==> config.mk <==
export PLATFORM = sky130hd
export DESIGN_NAME = branch_predict_tournament
export DESIGN_NICKNAME = d
export VERILOG_FILES = /design/src/rtl/branch_predict_tournament_pkg.sv /design/src/rtl/branch_predict_tournament_sat_counter.sv /design/src/rtl/branch_predict_tournament.sv
export SDC_FILE = /design/constraint.sdc
export NUM_CORES = 2
export LEC_CHECK = 0
export ABC_AREA = 0
export BUFFER_PORTS_ARGS = -buffer_cell sky130_fd_sc_hd__buf_2
export CORE_MARGIN = 1.5
export CORE_UTILIZATION = 49
export DETAILED_ROUTE_END_ITERATION = 7
export PLACE_DENSITY_LB_ADDON = 0.05
export REMOVE_ABC_BUFFERS = 1
export SLEW_MARGIN = 20
export SYNTH_ARGS = -nofsm -noshare
export SYNTH_HDL_FRONTEND = slang
export SYNTH_SLANG_ARGS = --single-unit
export TNS_END_PERCENT = 10
==> constraint.sdc <==
create_clock -name clk -period 9.8 [get_ports clk]
set_clock_uncertainty 0.2 [all_clocks]
set_input_delay 1.96 -clock clk [delete_from_list [all_inputs] [get_ports clk]]
set_output_delay 1.96 -clock clk [all_outputs]
set_load 0.1 [all_outputs]
==> src/rtl/branch_predict_tournament_pkg.sv <==
// Shared types and constant helpers for the tournament branch predictor.
package bp_pkg;

    typedef enum logic {
        ST_INIT = 1'b0,
        ST_RUN  = 1'b1
    } bp_state_e;

    function automatic int unsigned max_u(input int unsigned a, input int unsigned b);
        return (a > b) ? a : b;
    endfunction

    // Pattern tables start weakly taken.
    function automatic int unsigned pht_init_val(input int unsigned ctr_bits);
        return 32'd1 << (ctr_bits - 1);
    endfunction

    // Chooser starts weakly favouring the local predictor.
    function automatic int unsigned chooser_init_val(input int unsigned ctr_bits);
        return (32'd1 << (ctr_bits - 1)) - 32'd1;
    endfunction

endpackage

==> src/rtl/branch_predict_tournament_sat_counter.sv <==
// Combinational next value of a saturating up/down counter.
module sat_counter_update #(
    parameter int unsigned CTR_BITS = 2
) (
    input  logic [CTR_BITS-1:0] cnt,
    input  logic                inc,
    input  logic                dec,
    output logic [CTR_BITS-1:0] nxt
);

    // Step by one toward the requested direction, holding at either bound.
    always_comb begin
        nxt = cnt;
        if (inc && !dec) begin
            if (cnt != '1) nxt = cnt + CTR_BITS'(1);
        end else if (dec && !inc) begin
            if (cnt != '0) nxt = cnt - CTR_BITS'(1);
        end
    end

endmodule

==> src/rtl/branch_predict_tournament.sv <==
// Tournament branch predictor: local two-level + global gshare, with a chooser.
module branch_predict_tournament
    import bp_pkg::*;
#(
    parameter int unsigned PC_TAIL        = 2,
    parameter int unsigned BHT_INDEX_BITS = 3,
    parameter int unsigned BHR_BITS       = 4,
    parameter int unsigned PHT_INDEX_BITS = 7,
    parameter int unsigned GHR_BITS       = 8,
    parameter int unsigned CTR_BITS       = 2
) (
    input  logic                      clk,
    input  logic                      rst,
    input  logic [31:0]               pcF,
    input  logic                      branchM,
    input  logic                      actually_takenM,
    input  logic [BHT_INDEX_BITS-1:0] BHT_indexM,
    input  logic [PHT_INDEX_BITS-1:0] PHT_indexM,
    input  logic [GHR_BITS-1:0]       GPHT_indexM,
    input  logic                      local_predM,
    input  logic                      global_predM,
    output logic                      predict_takeF,
    output logic                      readyF,
    output logic [BHT_INDEX_BITS-1:0] pc_hashingF,
    output logic [PHT_INDEX_BITS-1:0] PHT_indexF,
    output logic [GHR_BITS-1:0]       GPHT_indexF,
    output logic                      local_predF,
    output logic                      global_predF
);

    localparam int unsigned SWEEP_W = max_u(PHT_INDEX_BITS, GHR_BITS);
    localparam int unsigned BHT_N   = 1 << BHT_INDEX_BITS;
    localparam int unsigned LPHT_N  = 1 << PHT_INDEX_BITS;
    localparam int unsigned GPHT_N  = 1 << GHR_BITS;
    localparam logic [CTR_BITS-1:0] PHT_INIT     = CTR_BITS'(pht_init_val(CTR_BITS));
    localparam logic [CTR_BITS-1:0] CHOOSER_INIT = CTR_BITS'(chooser_init_val(CTR_BITS));

    bp_state_e            state_q, state_d;
    logic [SWEEP_W-1:0]   sweep_q, sweep_d;
    logic [GHR_BITS-1:0]  ghr_q, ghr_d;
    logic [BHR_BITS-1:0]  bht_q [BHT_N];
    logic [BHR_BITS-1:0]  bht_d [BHT_N];
    logic [CTR_BITS-1:0]  lpht_q [LPHT_N];
    logic [CTR_BITS-1:0]  lpht_d [LPHT_N];
    logic [CTR_BITS-1:0]  gpht_q [GPHT_N];
    logic [CTR_BITS-1:0]  gpht_d [GPHT_N];
    logic [CTR_BITS-1:0]  chooser_q [GPHT_N];
    logic [CTR_BITS-1:0]  chooser_d [GPHT_N];

    logic [CTR_BITS-1:0]  lpht_nxt, gpht_nxt, chooser_nxt;
    logic                 global_right;
    logic                 unused_pc;

    assign global_right = (global_predM == actually_takenM);
    assign unused_pc    = ^pcF;

    sat_counter_update #(.CTR_BITS(CTR_BITS)) u_lpht_ctr (
        .cnt (lpht_q[PHT_indexM]),
        .inc (actually_takenM),
        .dec (~actually_takenM),
        .nxt (lpht_nxt)
    );

    sat_counter_update #(.CTR_BITS(CTR_BITS)) u_gpht_ctr (
        .cnt (gpht_q[GPHT_indexM]),
        .inc (actually_takenM),
        .dec (~actually_takenM),
        .nxt (gpht_nxt)
    );

    sat_counter_update #(.CTR_BITS(CTR_BITS)) u_chooser_ctr (
        .cnt (chooser_q[GPHT_indexM]),
        .inc (global_right),
        .dec (~global_right),
        .nxt (chooser_nxt)
    );

    // Init sweep sequencing: one index per cycle, RUN after the last index is written.
    always_comb begin
        state_d = state_q;
        sweep_d = sweep_q;
        if (state_q == ST_INIT) begin
            sweep_d = sweep_q + SWEEP_W'(1);
            if (sweep_q == '1) state_d = ST_RUN;
        end
    end

    // Table writes: sweep initialisation in INIT, branch training in RUN.
    always_comb begin
        lpht_d    = lpht_q;
        gpht_d    = gpht_q;
        chooser_d = chooser_q;
        bht_d     = bht_q;
        ghr_d     = ghr_q;
        if (state_q == ST_INIT) begin
            if (32'(sweep_q) < LPHT_N) lpht_d[sweep_q[PHT_INDEX_BITS-1:0]] = PHT_INIT;
            if (32'(sweep_q) < GPHT_N) begin
                gpht_d[sweep_q[GHR_BITS-1:0]]    = PHT_INIT;
                chooser_d[sweep_q[GHR_BITS-1:0]] = CHOOSER_INIT;
            end
        end else if (branchM) begin
            lpht_d[PHT_indexM] = lpht_nxt;
            gpht_d[GPHT_indexM] = gpht_nxt;
            if (local_predM != global_predM) chooser_d[GPHT_indexM] = chooser_nxt;
            bht_d[BHT_indexM] = {bht_q[BHT_indexM][BHR_BITS-2:0], actually_takenM};
            ghr_d = {ghr_q[GHR_BITS-2:0], actually_takenM};
        end
    end

    // Control state and history registers, cleared by asynchronous reset.
    always_ff @(posedge clk or posedge rst) begin
        if (rst) begin
            state_q <= ST_INIT;
            sweep_q <= '0;
            ghr_q   <= '0;
            bht_q   <= '{default: '0};
        end else begin
            state_q <= state_d;
            sweep_q <= sweep_d;
            ghr_q   <= ghr_d;
            bht_q   <= bht_d;
        end
    end

    // Counter tables carry no reset; the INIT sweep establishes their contents.
    always_ff @(posedge clk) begin
        lpht_q    <= lpht_d;
        gpht_q    <= gpht_d;
        chooser_q <= chooser_d;
    end

    // Fetch-side lookups, purely combinational from pcF and registered state.
    always_comb begin
        readyF        = (state_q == ST_RUN);
        pc_hashingF   = pcF[BHT_INDEX_BITS-1:0];
        PHT_indexF    = {pcF[PC_TAIL+PHT_INDEX_BITS-BHR_BITS-1:PC_TAIL], bht_q[pc_hashingF]};
        GPHT_indexF   = pcF[PC_TAIL+GHR_BITS-1:PC_TAIL] ^ ghr_q;
        local_predF   = lpht_q[PHT_indexF][CTR_BITS-1];
        global_predF  = gpht_q[GPHT_indexF][CTR_BITS-1];
        predict_takeF = 1'b0;
        if (state_q == ST_RUN)
            predict_takeF = chooser_q[ghr_q][CTR_BITS-1] ? global_predF : local_predF;
    end

endmodule

==> results.cfg <==
[run_status]
status = finished, final reports clean

[die]
core_um2 = 167400
die_area_um2 = 171400
fp.dieW_um = 414.0
initial_core_util_pct = 49.43
num_io_pins = 78
core.rowCount = 150
fp.dieH_um = 414.0

[sta]
period_minus_slack_ps = 8647
fin_setup_tns_ps = 0
setup_viol = 0
max_freq_mhz = 115.7
drv_slew = 0
finalHoldViolations = 0
relSlewSlack_pct = 13.21
worst_pin_slew_ps = 1288
rsz0062_at_grt = no
layout_worst_path_cycle_share_pct = 88.23

[setup_path]
endpoint_kind = output port
start_kind = input port
worst-setup-path-type = input port to output port
required_ps = 7640
critPathArrivalTime_ps = 6490
path_max_fanout = 16

[clock_network]
clk-insertion-delay-late_ps = 840
postCtsSetupBuffers = 0
clock_sinks = 1329
cts_resized = 0
hold_buffers = 0
cts_root_buf = clkbuf_16
clock_path_buffers = 3
cts.htree.levels = 4
cts_tree = built
cts_buffers = 159
clk_pin_slew_ps = 60

[power_and_ir_drop]
power_leakage_nw = 27.88
power_mw = 13.42
peakVddDrop_v = 0.0001996
powerDensity_nw_per_um2 = 149.2

[hold_path]
min_path_type = flop to flop

[layout]
multi_input_area_um2 = 39890
utilization_pct = 53.72
area_delta_synth_final_pct = 8.677
register_area_um2 = 39670
fill_cells = 14935
final_layout_size_suffix_gt1_share_pct = 13.36
num-nets-final = 8032

[logic_synthesis]
async_reset_ff_share_pct = 3.687
synth_top_area_share_pct = 46.45
syn_inst = 8378
synthTopCellsByArea = edfxtp_1 (46%), mux4_2 (9.7%), o21ai_0 (7.0%)
synth_edf_count = 1280
ys_types = 93
yosys_warnings = 0
avgSynthCellArea_um2 = 9.878
seq_area_frac_synth_pct = 47.93
yosys.area.top_type = edfxtp_1
ys.flop_type = edfxtp_1
synth-seq-cells = 1329
syn-cell-area_um2 = 82760

[route]
dr.pass1.iters = 7
drc = 0
vias = 76160
avgViaCountPerCell = 7.376
wire_per_inst_um = 35.52
drt_iter0_drc = 12219
drt.antenna.violating_nets = 0
wirelength_um = 366800

[placed_design]
hpwl_um = 231200
numPortBuffers = 55
gp_congestion = 1.002

[global_routing]
antenna_found_initial = 19
overflow = 0
grt_pass1_vias = 71409
grt_max_degree = 153
grt_pass1_wl_um = 520500
track_usage_pct = 42.01

[run]
maxCapViolations = 0
-- where the power goes --
part | switching (mW) | internal [mW]
Combinational | 1.07 | 0.238
Sequential | 0.0000391 | 6.13
Clock | 2.58 | 3.39
-- cell families after synthesis --
group / synth area share, %
compound gates: 19.85
xor+xnor: 0.1799
fa+ha+maj: 0.1542
buf+inv: 4.584
flops: 47.93
mux: 13.14
simple gates: 14.17
-- critical path, cell delays in order --
cell and delay, ps:
buf_2 230, xor2_4 790, buf_4 540, mux4_2 590
a22oi_1 340, nand3_1 140, nand4_1 170, nand2_1 90
mux2i_1 840, o32ai_1 320, buf_2 380
-- routing by layer --
layer	global-route usage, %	routed length, um	vias up
met5	0	44	-
met4	29.95	31250	6
met3	11.40	48970	1406
met2	61.36	157500	6176
met1	54.02	129000	37507
li1	-	-	31065
-- registers in the layout, indices dropped and copies added (netlist names) --
name / cells
bht_q: 32
chooser_q: 512
ghr_q: 8
gpht_q: 512
lpht_q: 256
readyF: 1
sweep_q: 8
-- stage by stage --
stage	std cells	setup WS [ps]	hold WS (ps)	instance area, um^2
2_1_floorplan	7529	-38880	262.3	79070
3_3_place_gp	10015	1354	285.7	84740
3_5_place_dp	10015	1364	295.8	84780
4_1_cts	10310	1348	308.8	89870
5_1_grt	10314	1137	322.1	89910
6_report	10326	1153	306.6	89940
-- final cells by class --
class,count,area share (%)
sequential,1329,44.11
tap,2204,3.066
timing repair buffer,282,2.632
multi-input combinational,6172,44.36
antenna,16,0.04452
clock inverter,79,0.8041
clock buffer,216,4.857
inverter,28,0.1266
-- layout by cell type (no fill, tap or decap), types with 139 or more instances in the layout --
master     count
a21oi_1      301
a22oi_1      169
buf_4        200
clkbuf_16    163
edfxtp_1    1280
mux2i_1      182
mux4_2       358
nand2_1     1187
nand3_1      336
nor2_1       598
nor2b_1      267
o21ai_0     1159
o21ai_1      642
o22ai_1      139
-- worst paths after layout --
kind | start | to | slack (ps) | cells after the start
min reg2reg | bht_q[31] | bht_q[31] | 310 | 1
min in group asynchronous | rst | ghr_q[4] | 1220 | 3
max reg2reg | gpht_q[81] | gpht_q[444] | 4590 | 9
min | bht_q[31] | bht_q[31] | 310 | 1
max in group asynchronous | rst | ghr_q[1] | 7440 | 3
max | pcF[2] | predict_takeF | 1150 | 11
-- Yosys cell counts, types with 49 or more instances --
cell type	instances
mux4_2	358
a21oi_1	302
nor2b_1	275
o21ai_0	1159
buf_2	138
buf_1	59
nor2_1	626
o2111ai_1	123
mux2i_1	183
o211ai_1	138
o21ai_1	642
mux2_2	87
edfxtp_1	1280
nand2_1	1196
nand3_1	339
clkbuf_1	565
a22oi_1	169
dfrtp_1	49
o22ai_1	139
Power figures use the tool's default switching activity.
